### src/rtl/mem_access_unit.sv
// mem_access_unit: registered load/store unit between EXE/MEM and the data-memory port.
// Latches one memory op, runs a req/ack handshake with a timeout, places store bytes on
// the right lanes and extracts/extends load data. Stalls the pipeline until done.
// Optional feature macro: MISALIGN_EXC_EN (trap misaligned LH/LHU/SH/LW/SW instead of issuing).
module mem_access_unit #(
  parameter int unsigned DATA_W     = 32,
  parameter int unsigned ADDR_W     = 32,
  parameter bit          BIG_ENDIAN = 1'b1,
  parameter int unsigned TIMEOUT    = 255
) (
  input  logic                clk,
  input  logic                rst,
  input  logic                op_valid,
  input  logic [7:0]          op,
  input  logic [ADDR_W-1:0]   addr,
  input  logic [31:0]         wdata,
  output logic                stall,
  output logic [31:0]         rdata,
  output logic                rdata_valid,
  output logic                exc_adel,
  output logic                exc_ades,
  output logic                bus_err,
  output logic [ADDR_W-1:0]   bad_vaddr,
  output logic                mem_en,
  output logic [DATA_W/8-1:0] mem_wen,
  output logic [ADDR_W-1:0]   mem_addr,
  output logic [DATA_W-1:0]   mem_wdata,
  input  logic [DATA_W-1:0]   mem_rdata,
  input  logic                mem_ack
);

  localparam int unsigned NB        = DATA_W / 8;
  localparam int unsigned OffW      = $clog2(NB);
  localparam int unsigned TimeoutM1 = (TIMEOUT == 0) ? 0 : TIMEOUT - 1;
  localparam int unsigned CntW      = (TimeoutM1 > 0) ? $clog2(TimeoutM1 + 1) : 1;

  // ALUControl codes of the memory ops
  localparam logic [7:0] OpLb  = 8'hE0;
  localparam logic [7:0] OpLh  = 8'hE1;
  localparam logic [7:0] OpLw  = 8'hE3;
  localparam logic [7:0] OpLbu = 8'hE4;
  localparam logic [7:0] OpLhu = 8'hE5;
  localparam logic [7:0] OpSb  = 8'hE8;
  localparam logic [7:0] OpSh  = 8'hE9;
  localparam logic [7:0] OpSw  = 8'hEB;

  typedef enum logic [1:0] {StIdle, StReq, StResp} state_e;

  state_e              state_q;
  logic                op_load_q, op_sext_q;
  logic [2:0]          op_size_q;
  logic [OffW-1:0]     lane_sh_q;
  logic [ADDR_W-1:0]   addr_q;
  logic [NB-1:0]       wen_q;
  logic [DATA_W-1:0]   wdata_q;
  logic [CntW-1:0]     cnt_q;
  logic [31:0]         rdata_q;
  logic                rdata_valid_q, exc_adel_q, exc_ades_q;
  logic [ADDR_W-1:0]   bad_vaddr_q;

  logic                op_mem, op_load, op_sext;
  logic [2:0]          op_size;
  logic [OffW-1:0]     off_al, lane_sh;
  logic [NB-1:0]       wen_n;
  logic [DATA_W-1:0]   wdata_n;
  logic [31:0]         rd_lane, rd_ext;
  logic                trap, timeout_hit;

  // Decode the presented op: memory op?, load?, sign-extend?, access size in bytes
  always_comb begin
    op_mem  = 1'b1;
    op_load = 1'b0;
    op_sext = 1'b0;
    op_size = 3'd4;
    case (op)
      OpLb:    begin op_load = 1'b1; op_sext = 1'b1; op_size = 3'd1; end
      OpLbu:   begin op_load = 1'b1; op_size = 3'd1; end
      OpLh:    begin op_load = 1'b1; op_sext = 1'b1; op_size = 3'd2; end
      OpLhu:   begin op_load = 1'b1; op_size = 3'd2; end
      OpLw:    op_load = 1'b1;
      OpSb:    op_size = 3'd1;
      OpSh:    op_size = 3'd2;
      OpSw:    op_size = 3'd4;
      default: op_mem = 1'b0;
    endcase
  end

`ifdef MISALIGN_EXC_EN
  assign trap = ((op_size == 3'd2) && addr[0]) || ((op_size == 3'd4) && (addr[1:0] != 2'b00));
`else
  assign trap = 1'b0;
`endif

  // Lane placement: offset is forced to size alignment, then mapped to a lane shift by endianness
  always_comb begin
    wen_n   = '0;
    wdata_n = '0;
    off_al  = addr[OffW-1:0] & ~OffW'(op_size - 3'd1);
    lane_sh = BIG_ENDIAN ? OffW'(NB - 32'(op_size) - 32'(off_al)) : off_al;
    for (int unsigned i = 0; i < NB; i++) begin
      wen_n[i] = !op_load && (i >= 32'(lane_sh)) && (i < 32'(lane_sh) + 32'(op_size));
      if (op_size == 3'd1) begin
        wdata_n[8*i +: 8] = wdata[7:0];
      end else if (op_size == 3'd2) begin
        wdata_n[8*i +: 8] = wdata[8*(i % 2) +: 8];
      end else begin
        wdata_n[8*i +: 8] = wdata[8*(i % 4) +: 8];
      end
    end
  end

  // Pick the addressed lane out of the read bus and extend it to 32 bits
  always_comb begin
    rd_lane = 32'(mem_rdata >> {lane_sh_q, 3'b000});
    case (op_size_q)
      3'd1:    rd_ext = op_sext_q ? {{24{rd_lane[7]}}, rd_lane[7:0]} : {24'h0, rd_lane[7:0]};
      3'd2:    rd_ext = op_sext_q ? {{16{rd_lane[15]}}, rd_lane[15:0]} : {16'h0, rd_lane[15:0]};
      default: rd_ext = rd_lane;
    endcase
  end

  assign timeout_hit = (TIMEOUT != 0) && (cnt_q == CntW'(TimeoutM1));

  // Access FSM with registered results; ack beats timeout when both land in the same cycle
  always_ff @(posedge clk or posedge rst) begin
    if (rst) begin
      state_q       <= StIdle;
      op_load_q     <= 1'b0;
      op_sext_q     <= 1'b0;
      op_size_q     <= 3'd0;
      lane_sh_q     <= '0;
      addr_q        <= '0;
      wen_q         <= '0;
      wdata_q       <= '0;
      cnt_q         <= '0;
      rdata_q       <= '0;
      rdata_valid_q <= 1'b0;
      exc_adel_q    <= 1'b0;
      exc_ades_q    <= 1'b0;
      bad_vaddr_q   <= '0;
    end else begin
      rdata_valid_q <= 1'b0;
      exc_adel_q    <= 1'b0;
      exc_ades_q    <= 1'b0;
      case (state_q)
        StIdle: begin
          if (op_valid && op_mem) begin
            if (trap) begin
              exc_adel_q  <= op_load;
              exc_ades_q  <= !op_load;
              bad_vaddr_q <= addr;
            end else begin
              op_load_q <= op_load;
              op_sext_q <= op_sext;
              op_size_q <= op_size;
              lane_sh_q <= lane_sh;
              addr_q    <= addr;
              wen_q     <= wen_n;
              wdata_q   <= wdata_n;
              cnt_q     <= '0;
              state_q   <= StReq;
            end
          end
        end
        StReq: begin
          if (mem_ack) begin
            state_q <= StResp;
            if (op_load_q) begin
              rdata_q       <= rd_ext;
              rdata_valid_q <= 1'b1;
            end
          end else if (timeout_hit) begin
            state_q     <= StResp;
            bad_vaddr_q <= addr_q;
          end else begin
            cnt_q <= cnt_q + CntW'(1);
          end
        end
        StResp:  state_q <= StIdle;
        default: state_q <= StIdle;
      endcase
    end
  end

  // Stall is raised combinationally on accept so the op is held from the very first cycle
  assign stall       = !rst && ((state_q == StReq) ||
                                ((state_q == StIdle) && op_valid && op_mem && !trap));
  assign mem_en      = (state_q == StReq);
  assign mem_wen     = (state_q == StReq) ? wen_q : '0;
  assign mem_addr    = {addr_q[ADDR_W-1:OffW], {OffW{1'b0}}};
  assign mem_wdata   = wdata_q;
  assign bus_err     = (state_q == StReq) && !mem_ack && timeout_hit;
  assign rdata       = rdata_q;
  assign rdata_valid = rdata_valid_q;
  assign exc_adel    = exc_adel_q;
  assign exc_ades    = exc_ades_q;
  assign bad_vaddr   = bad_vaddr_q;

endmodule

### config.mk
export PLATFORM = sky130hd
export DESIGN_NAME = mem_access_unit
export DESIGN_NICKNAME = d
export VERILOG_FILES = /design/src/rtl/mem_access_unit.sv
export SDC_FILE = /design/constraint.sdc
export NUM_CORES = 1
export LEC_CHECK = 0
export ABC_AREA = 0
export CORE_MARGIN = 3
export CORE_UTILIZATION = 49
export CTS_BUF_LIST = sky130_fd_sc_hd__clkbuf_4 sky130_fd_sc_hd__clkbuf_8 sky130_fd_sc_hd__clkbuf_16
export DETAILED_ROUTE_END_ITERATION = 6
export PLACE_DENSITY = 0.86
export SKIP_LAST_GASP = 1
export SYNTH_ARGS = -nofsm -noshare
export SYNTH_HDL_FRONTEND = slang
export SYNTH_SLANG_ARGS = --single-unit
### constraint.sdc
create_clock -name clk -period 11.4 [get_ports clk]
set_clock_uncertainty 0.05 [all_clocks]
set_input_delay 3.42 -clock clk [delete_from_list [all_inputs] [get_ports clk]]
set_output_delay 3.42 -clock clk [all_outputs]
set_load 0.05 [all_outputs]
After elaboration in Yosys (flattened, before gate mapping)
Cells that the tools add are included.
{"block": "classes", "n_lt_le_gt_ge": 7, "n_mux": 24, "n_shift": 1, "addsub": 5, "eq_ne": 18, "n_reduce_logical": 29, "n_bitwise": 3}
{"cell": "8-bit == test, second input constant", "n": 9}
{"cell": "1-bit by 32-bit less-than comparator with 1-bit output, first input constant", "n": 2}
{"cell": "32-bit 2-to-1 mux", "n": 2}
{"cell": "8-bit 2-to-1 mux", "n": 8}
{"cell": "32-bit one-hot mux with 2 select lines", "n": 1}
{"cell": "2-bit by 32-bit less-than comparator with 1-bit output, first input constant", "n": 1}
{"cell": "32-bit by 5-bit right shift with 32-bit output", "n": 1}
{"cell": "8-bit one-hot mux with 2 select lines", "n": 1}
{"cell": "1-bit logical AND", "n": 13}
{"cell": "8-bit by 1-bit adder with 8-bit output, second input constant", "n": 1}
{"cell": "8-bit OR reduction", "n": 1}
{"cell": "3-bit by 1-bit == test with 1-bit output, second input constant", "n": 2}
{"cell": "3-bit by 2-bit == test with 1-bit output, second input constant", "n": 2}
{"cell": "1-bit 2-to-1 mux", "n": 6}
{"cell": "2-bit 2-to-1 mux", "n": 3}
{"cell": "2-bit inequality test, second input constant", "n": 3}
{"cell": "3-bit one-hot mux with 2 select lines", "n": 1}
{"cell": "3-bit AND reduction", "n": 2}
{"cell": "3-bit OR reduction", "n": 2}
{"cell": "5-bit OR reduction", "n": 1}
{"cell": "2-bit by 3-bit adder with 4-bit output", "n": 1}
{"cell": "1-bit by 2-bit >= comparator with 1-bit output, first input constant", "n": 2}
{"cell": "2-bit by 4-bit less-than comparator with 1-bit output, first input constant", "n": 1}
{"cell": "4-bit 2-to-1 mux", "n": 1}
{"cell": "other kinds (17)", "n": 20}
{"block": "totals", "regBits": 150, "in_bits": 108, "elab_cells": 99}

Longest topological paths before layout
Gate-level depths: netlist of run 1.
{"block": "logic_depth", "ltp_word": 10, "ltp_mapped": 10}

Least setup slack after synthesis of run 1
No wires, ideal clock.
{"block": "synth_path", "path_type": "input -> output", "from": "input op[4]", "to": "output stall", "required_ns": 7.930, "arrival_ns": 5.292, "path_stages": 4, "path_slack_ns": 2.638, "cell_sequence": "and4b_1 > nand4_1 > clkbuf_1 > a211oi_1"}
{"block": "synth_between", "elab_chain_len": 6}
{"element": "from (decl)", "line_no": "14", "rtl": "input logic [7:0] op,"}
{"element": "8-bit == test", "line_no": "75", "rtl": "case (op)"}
{"element": "8-bit OR reduction (no source line) (*)"}
{"element": "1-bit 2-to-1 mux (*)", "line_no": "75"}
{"element": "1-bit logical AND (*)", "line_no": "187", "rtl": "((state_q == StIdle) && op_valid && op_mem && !trap));"}
{"element": "1-bit logical OR (*)", "line_no": "186", "rtl": "assign stall = !rst && ((state_q == StReq) ||"}
{"element": "1-bit logical AND (*)", "line_no": "186"}
{"element": "to (decl)", "line_no": "17", "rtl": "output logic stall,"}
Mark *: on every way between the ends. The rest lies on a longest branch, timed or not.

Final worst setup path of run 1
{"block": "layout_path", "from": "input op[0]", "to": "output stall"}
Same word-level chain as after synthesis.

==> Implementation_results.wiki, run 1 <==
{| class="wikitable"
! Metric !! Value
|-
| Number of synthesis warnings || 0
|-
| Number of gates resized after CTS || 0
|-
| Cell Rows || 43
|-
| Worst setup EP type || primary output
|-
| Wire length of the first global-routing pass || 32600 µm
|-
| Die Width || 127 µm
|-
| Most frequent standard cell in the layout excluding fill and tap cells || clkdlybuf4s50_1
|-
| Average via count per standard cell || 5.65
|-
| Post-Synthesis Cell Area || 7140 µm²
|-
| Worst slack on hold paths || 0.454 ns
|-
| R2R cell count || 4
|-
| Hold Path Origin || wen_q[2]
|-
| Top_reg_cell synth || dfrtp_1
|-
| H-Tree Depth || 4
|-
| Worst R2R End || addr_q[31]
|-
| Slowest CP cell || clkdlybuf4s50_1
|-
| Unrepaired setup endpoints after global routing || false
|-
| Arrival time reported for the critical path endpoint || 6.13 ns
|-
| Synth Register Bits || 150
|-
| Layout filler cell count || 968
|-
| Number of buffers and inverters on the critical path || 3
|-
| Comb pwr share || 30.4%
|-
| Share of the core filled with cells || 71.4%
|-
| Total overflow reported by the global router || 0
|-
| Post-Syn Instances || 611
|-
| Total number of nets in the final design || 924
|-
| Number of iterations in the first detailed-routing pass || 5
|-
| Number of buffers added by the clock tree synthesis step || 17
|-
| Status || complete, no violations
|-
| Area growth from synthesis to layout || 40.9%
|-
| Fraction of synthesis flops using an asynchronous set or reset pin || 100%
|-
| Startpoint of the lowest-slack register-to-register path || state_q[1]
|-
| Most frequent cells in the layout || clkdlybuf4s50_1 (241), dfrtp_1 (150), mux2_2 (98)
|-
| Post-route clock period utilization || 84.2%
|-
| Endpoints failing setup || 0
|-
| Path type of the worst setup path || input port to primary output
|-
| Post-Syn Area per Cell || 11.7 µm²
|-
| Slew at the pin with the worst max-slew slack || 1.17 ns
|-
| Leakage power of the design || 4.41 nW
|-
| WP data required || 7.93 ns
|-
| Std-Cell Core Area || 14100 µm²
|-
| Initial Util || 50.7%
|-
| Antenna violations before repair || 0
|-
| Setup Buffers After CTS || 0
|-
| Number of hold buffers added after cts || 0
|-
| Maximum achievable frequency || 104 MHz
|-
| Placed wire-length estimate after detailed placement || 14900 µm
|-
| Net switching power || 0.000628 W
|-
| Clock network power share || 33.4%
|-
| Sequential-to-total area share from yosys stat || 52.5%
|-
| Internal power || 0.00119 W
|-
| I/O Pins || 246
|-
| Share of total power in sequential cells || 36.3%
|-
| Hold WC Path Type || flop to flop
|-
| Max Cap Violations || 0
|-
| Fin. Hold Viols || 0
|-
| Number of design-rule violations left by the first detailed-router iteration || 438
|-
| Post-route non-filler standard cell count || 1005
|-
| Tightest slew margin relative to the limit || 21.9%
|-
| Count of antenna diodes in the layout || 0
|-
| Register-to-Register Setup Slack || 8.60 ns
|-
| Chip height || 127 µm
|-
| Number of max-slew violations in the final report || 0
|-
| Power density normalized to cell area || 181 nW/µm²
|-
| Cells traversed along the worst timing path || clkdlybuf4s50_1, nand2b_1, nand4_1, buf_4, a211oi_1, clkdlybuf4s50_1
|-
| Fin crit period || 9.60 ns
|-
| Post-route ant nets || 0
|-
| Share of post-route cells with drive strength above 1 || 17.6%
|-
| Terminating pin of the worst hold path || wen_q[2]
|-
| Clock-pin transition on the worst setup and hold timing paths || 0.07 ns
|-
| Mean routed wirelength per cell || 20.4 µm
|-
| Total negative setup slack || 0 ns
|-
| Nature of the critical path startpoint || input port
|-
| Worst vdd ir || 0.119 mV
|-
| WL final || 20500 µm
|-
| Pin count of the biggest net entering global routing || 81
|-
| Clock tree from TritonCTS || built
|-
| Share of total power consumed by net switching || 34.5%
|-
| Sink count of the clock tree || 150
|-
| CP delay by family, top || buffers and inverters
|-
| Die Footprint || 16100 µm²
|-
| Critical Path Max Stage Delay || 0.96 ns
|-
| Most repeated library cell on the critical path || clkdlybuf4s50_1
|-
| Number of distinct standard cells referenced by the synthesized netlist || 57
|-
| Clock tree root driver cell || clkbuf_16
|-
| Overall power of the completed layout || 0.00182 W
|-
| Gpl congestion || 0.933
|-
| DRC Markers || 0
|-
| Maximum fanout encountered on the critical timing path || 23
|-
| Clock Tree Buf Depth || 2
|-
| Via count || 5682
|-
| Placed instance count || 973
|-
| Number of input and output port buffers inserted || 241
|-
| Number of enable-type register cells in the synthesized netlist || 0
|-
| Later-pin clock latency in the skew report || 0.43 ns
|-
| Count of cells along the worst hold path || 1
|-
| Number of global-route vias before repair || 6047
|-
| Overall Global Routing Usage || 25.7%
|}
worst max-delay path by stage:
stage	from	end	slack (ns)	cells after the start
finish	op[0]	stall	1.80	6
global placement	op[0]	stall	1.93	6
floorplan	op[4]	stall	2.64	4
CTS	op[0]	stall	1.84	6
global route	op[0]	stall	1.63	6
detailed placement	op[0]	stall	1.85	6
registers in the layout (all words and copies together) (netlist names):
register,count
bad_vaddr,32
rdata_valid,1
cnt_q,8
rdata,32
op_sext_q,1
op_load_q,1
mem_wdata,32
op_size_q,3
wen_q,4
addr_q,32
state_q,2
lane_sh_q,2
stage by stage:
stage	instance area, µm²	worst slack, ns
final	10100	1.80
after global routing	10100	1.63
after CTS	10100	1.84
after detailed placement	9430	1.85
after global placement	9430	1.93
after floorplan	7160	2.64
logic make-up (layout without fill, tap and decap cells):
logic type,after synthesis,after routing,share of synthesized area [%]
AOI/OAI and AO/OA,121,121,10.5
xor gates and xnor gates,5,5,0.613
adders and majority gates,4,4,0.806
buffers and inverters,75,286,6.27
DFF,150,150,52.5
muxes,132,132,20.4
other,1,4,0.0525
and+or+nand+nor,123,123,8.86
layout make-up:
type	instances	area, µm²	area share (%)
Clock buffer	19	453	4.50
Clock inverter	13	190	1.89
Inverter	8	35.0	0.348
Multi-Input combinational cell	389	2960	29.4
Sequential cell	150	3750	37.3
Tap cell	180	225	2.24
Timing Repair Buffer	246	2450	24.3
cells in the mapped netlist (all sizes together), types with 2 or more instances:
cell type | instances | area (µm²)
o21a | 5 | 45.0
ha | 3 | 37.5
nand2 | 22 | 82.6
nor2 | 42 | 158
clkbuf | 12 | 45.0
o22a | 8 | 70.1
or4 | 2 | 15.0
nor4 | 2 | 12.5
and2b | 2 | 15.0
nor3 | 10 | 55.1
nand4b | 3 | 26.3
nor2b | 7 | 43.8
a32o | 2 | 20.0
and2 | 12 | 75.1
mux2i | 33 | 330
o2111ai | 2 | 17.5
a22o | 2 | 17.5
xor2 | 4 | 35.0
nor3b | 2 | 26.3
a211oi | 9 | 67.6
a21oi | 35 | 175
inv | 7 | 26.3
mux2 | 98 | 1100
nand4 | 4 | 25.0
nand3 | 4 | 20.0
a21o | 2 | 15.0
o21ai | 50 | 262
dfrtp | 150 | 3750
or2 | 2 | 12.5
and3 | 2 | 12.5
nand2b | 2 | 12.5
buf | 55 | 373
layer usage:
metal  GRT usage [%]  up-vias  wire length [µm]
li1                -     2540                 -
met1            30.6     2801              7870
met2            43.1      293             10300
met3            7.66       48              1610
met4            11.8        0               714
met5               0        -                 0
power groups by stage:
stage / Combinational (W) / Sequential [W] / Clock, W
CTS: 0.000555 / 0.000660 / 0.000617
finish: 0.000552 / 0.000660 / 0.000607
global placement: 0.000544 / 0.000663 / 0
global route: 0.000573 / 0.000669 / 0.000643
floorplan: 0.000212 / 0.000819 / 0
detailed placement: 0.000552 / 0.000669 / 0
(Power assumes the default switching activity.)
==> run 2, diff against run 1 <==
--- a/config.mk
+++ b/config.mk
@@ -7,10 +7,10 @@
 export LEC_CHECK = 0
 export ABC_AREA = 0
 export CORE_MARGIN = 3
-export CORE_UTILIZATION = 49
+export CORE_UTILIZATION = 46
 export CTS_BUF_LIST = sky130_fd_sc_hd__clkbuf_4 sky130_fd_sc_hd__clkbuf_8 sky130_fd_sc_hd__clkbuf_16
 export DETAILED_ROUTE_END_ITERATION = 6
-export PLACE_DENSITY = 0.86
+export PLACE_DENSITY = 0.81
 export SKIP_LAST_GASP = 1
 export SYNTH_ARGS = -nofsm -noshare
 export SYNTH_HDL_FRONTEND = slang
==> constraint.sdc (replaced) <==
create_clock -name clk -period 10.05 [get_ports clk]
set_clock_uncertainty 0.05 [all_clocks]
set_input_delay 3.015 -clock clk [delete_from_list [all_inputs] [get_ports clk]]
set_output_delay 3.015 -clock clk [all_outputs]
set_load 0.05 [all_outputs]
==> run 2 against run 1 <==
Effect of this change: power increased by 7.9%; non-clock buffer count increased by 1; critical path depth unchanged; clock power decreased by 2%; final area decreased by 0.72%; sequential cell count unchanged; cell count increased by 0.50%; routed wire length decreased by 3.8%; worst setup slack got worse by 0.099 ns.
==> Implementation_results.wiki, run 2 (synthesis gave the netlist of run 1 again) <==
{| class="wikitable"
! Metric !! Value
|-
| Status || complete, no violations
|-
| Layout filler cell count || 1100 (+14%)
|-
| Die Width || 131 µm (+3.1%)
|-
| DRC Markers || 0 (unchanged)
|-
| Internal power || 0.00125 W (+4.8%)
|-
| Wire length of the first global-routing pass || 30300 µm (-7.2%)
|-
| Clock Tree Buf Depth || 2 (unchanged)
|-
| Clock network power share || 30.2% (-3.2 points)
|-
| Capturing instance or port of the critical path || stall
|-
| Chip height || 131 µm (+3.1%)
|-
| Number of buffers and inverters on the critical path || 3 (unchanged)
|-
| CP delay by family, top || buffers and inverters
|-
| Share of the core filled with cells || 67.2% (-4.2 points)
|-
| Nature of the critical path startpoint || input port
|-
| Worst vdd ir || 0.116 mV (-3.1%)
|-
| Clock tree from TritonCTS || built
|-
| Post-route non-filler standard cell count || 1010 (+0.50%)
|-
| Maximum fanout encountered on the critical timing path || 15 (-35%)
|-
| Critical Path Max Stage Delay || 0.86 ns (-0.10 ns)
|-
| WL final || 19800 µm (-3.8%)
|-
| Number of global-route vias before repair || 5862 (-3.1%)
|-
| Worst setup EP type || primary output
|-
| Post-route clock period utilization || 83.1%
|-
| Placed wire-length estimate after detailed placement || 14600 µm (-1.8%)
|-
| Endpoints failing setup || 0 (unchanged)
|-
| Initial Util || 48.1% (-2.6 points)
|-
| Path type of the worst setup path || input port to primary output
|-
| Average via count per standard cell || 5.49 (-2.9%)
|-
| Number of design-rule violations left by the first detailed-router iteration || 299 (-32%)
|-
| Overall power of the completed layout || 0.00196 W (+7.9%)
|-
| Number of max-slew violations in the final report || 0 (unchanged)
|-
| Slowest CP cell || clkdlybuf4s50_1
|-
| Dpl cell area || 9440 µm² (+0.13%)
|-
| Total overflow reported by the global router || 0 (unchanged)
|-
| Placed instance count || 978 (+0.51%)
|-
| Antenna violations before repair || 0 (unchanged)
|-
| Share of post-route cells with drive strength above 1 || 17.7% (+0.10 points)
|-
| Clock tree root driver cell || clkbuf_16
|-
| Fin crit period || 8.35 ns
|-
| Number of input and output port buffers inserted || 241 (unchanged)
|-
| Gpl congestion || 0.936 (+0.30%)
|-
| Pin count of the biggest net entering global routing || 83 (+2.5%)
|-
| Count of antenna diodes in the layout || 0 (unchanged)
|-
| Tightest slew margin relative to the limit || 25.3% (+3.4 points)
|-
| R2R cell count || 4 (unchanged)
|-
| Crit. Startpoint || op[0]
|-
| Max Cap Violations || 0 (unchanged)
|-
| Slew at the pin with the worst max-slew slack || 1.11 ns (-0.0570 ns)
|-
| Cells traversed along the worst timing path || clkdlybuf4s50_1, buf_4, nand2b_1, nand4_1, a211oi_1, clkdlybuf4s50_1
|-
| Number of hold buffers added after cts || 0 (unchanged)
|-
| Via count || 5543 (-2.4%)
|-
| Total negative setup slack || 0 ns (unchanged)
|-
| Mean routed wirelength per cell || 19.6 µm (-4.2%)
|-
| Overall Global Routing Usage || 22.9% (-2.8 points)
|-
| Number of gates resized after CTS || 0 (unchanged)
|-
| Setup Buffers After CTS || 0 (unchanged)
|-
| Number of buffers added by the clock tree synthesis step || 17 (unchanged)
|-
| Comb pwr share || 31.8% (+1.4 points)
|-
| Most frequent cells in the layout || clkdlybuf4s50_1 (241), dfrtp_1 (150), mux2_2 (98)
|-
| Clock-pin transition on the worst setup and hold timing paths || 0.06 ns (about the same)
|-
| Arrival time reported for the critical path endpoint || 5.29 ns (-0.84 ns)
|-
| Maximum achievable frequency || 120 MHz
|-
| Power density normalized to cell area || 196 nW/µm² (+8.7%)
|-
| Worst R2R End || addr_q[8]
|-
| Hold WC Path Type || flop to flop
|-
| Startpoint of the lowest-slack register-to-register path || state_q[1]
|-
| Share of total power in sequential cells || 38.1% (+1.8 points)
|-
| Total number of nets in the final design || 925 (+0.11%)
|-
| I/O Pins || 246 (unchanged)
|-
| Number of iterations in the first detailed-routing pass || 5 (unchanged)
|-
| H-Tree Depth || 4 (unchanged)
|-
| Std-Cell Core Area || 14900 µm² (+5.5%)
|-
| Final instance area || 10000 µm² (-0.72%)
|-
| Crit path depth || 6 (unchanged)
|-
| Most repeated library cell on the critical path || clkdlybuf4s50_1
|-
| Post-route ant nets || 0 (unchanged)
|-
| Net switching power || 0.000715 W (+14%)
|-
| Fin. Hold Viols || 0 (unchanged)
|-
| WP data required || 6.99 ns (-0.94 ns)
|-
| Die Footprint || 17100 µm² (+6.2%)
|-
| Register-to-Register Setup Slack || 7.39 ns (-1.21 ns)
|-
| Unrepaired setup endpoints after global routing || false
|-
| Share of total power consumed by net switching || 36.4% (+1.9 points)
|-
| Cell Rows || 44 (+2.3%)
|-
| Later-pin clock latency in the skew report || 0.41 ns (-0.02 ns)
|-
| Most frequent standard cell in the layout excluding fill and tap cells || clkdlybuf4s50_1
|-
| Sink count of the clock tree || 150 (unchanged)
|-
| Leakage power of the design || 4.38 nW (-0.65%)
|-
| Area growth from synthesis to layout || 39.9%
|}
[run 2: cell type report]
class                   count  area (µm²)  area share [%]
clock inverters            14         119            1.19
well taps                 184         230            2.30
flip-flops and latches    150        3750            37.6
clock buffers              18         439            4.39
inverters                   8        35.0           0.350
multi-input cells         389        2960            29.6
repair buffers            247        2460            24.6
[run 2: power groups by stage]
stage / logic [W] / registers [W] / clock network [W]
finish: 0.000624 / 0.000748 / 0.000592
global route: 0.000651 / 0.000758 / 0.000629
CTS: 0.000628 / 0.000748 / 0.000605
detailed placement: 0.000627 / 0.000758 / 0
global placement: 0.000618 / 0.000753 / 0
floorplan: 0.000241 / 0.000929 / 0
[run 2: metal layers]
| metal | vias to the layer above | global-route usage (%) | share of wire, % |
|---|---|---|---|
| li1 | 2547 | - | - |
| met1 | 2724 | 26.8 | 38 |
| met2 | 231 | 39.6 | 51 |
| met3 | 41 | 7.20 | 8.0 |
| met4 | 0 | 8.53 | 2.7 |
| met5 | - | 0 | 0 |
[run 2: worst min path at each step]
stage,startpoint,endpoint,cells after the start
after global routing,mem_wdata[15],mem_wdata[15],1
after CTS,bad_vaddr[21],bad_vaddr[21],1
after global placement,addr_q[0],addr_q[0],1
after floorplan,wen_q[0],wen_q[0],1
final,bad_vaddr[15],bad_vaddr[15],1
after detailed placement,bad_vaddr[21],bad_vaddr[21],1
[run 2: worst register-to-register path: stages (launching register included)]
cell and delay [ns]:
dfrtp_1 0.49, or2_2 0.51, nor2_4 0.51, buf_4 0.55
mux2_2 0.43
[run 2: metrics by stage]
stage	setup WS [ns]	hold WS, ns
2_1_floorplan	2.10	0.408
3_3_place_gp	1.76	0.436
3_5_place_dp	1.67	0.445
4_1_cts	1.66	0.459
5_1_grt	1.58	0.473
6_report	1.70	0.458
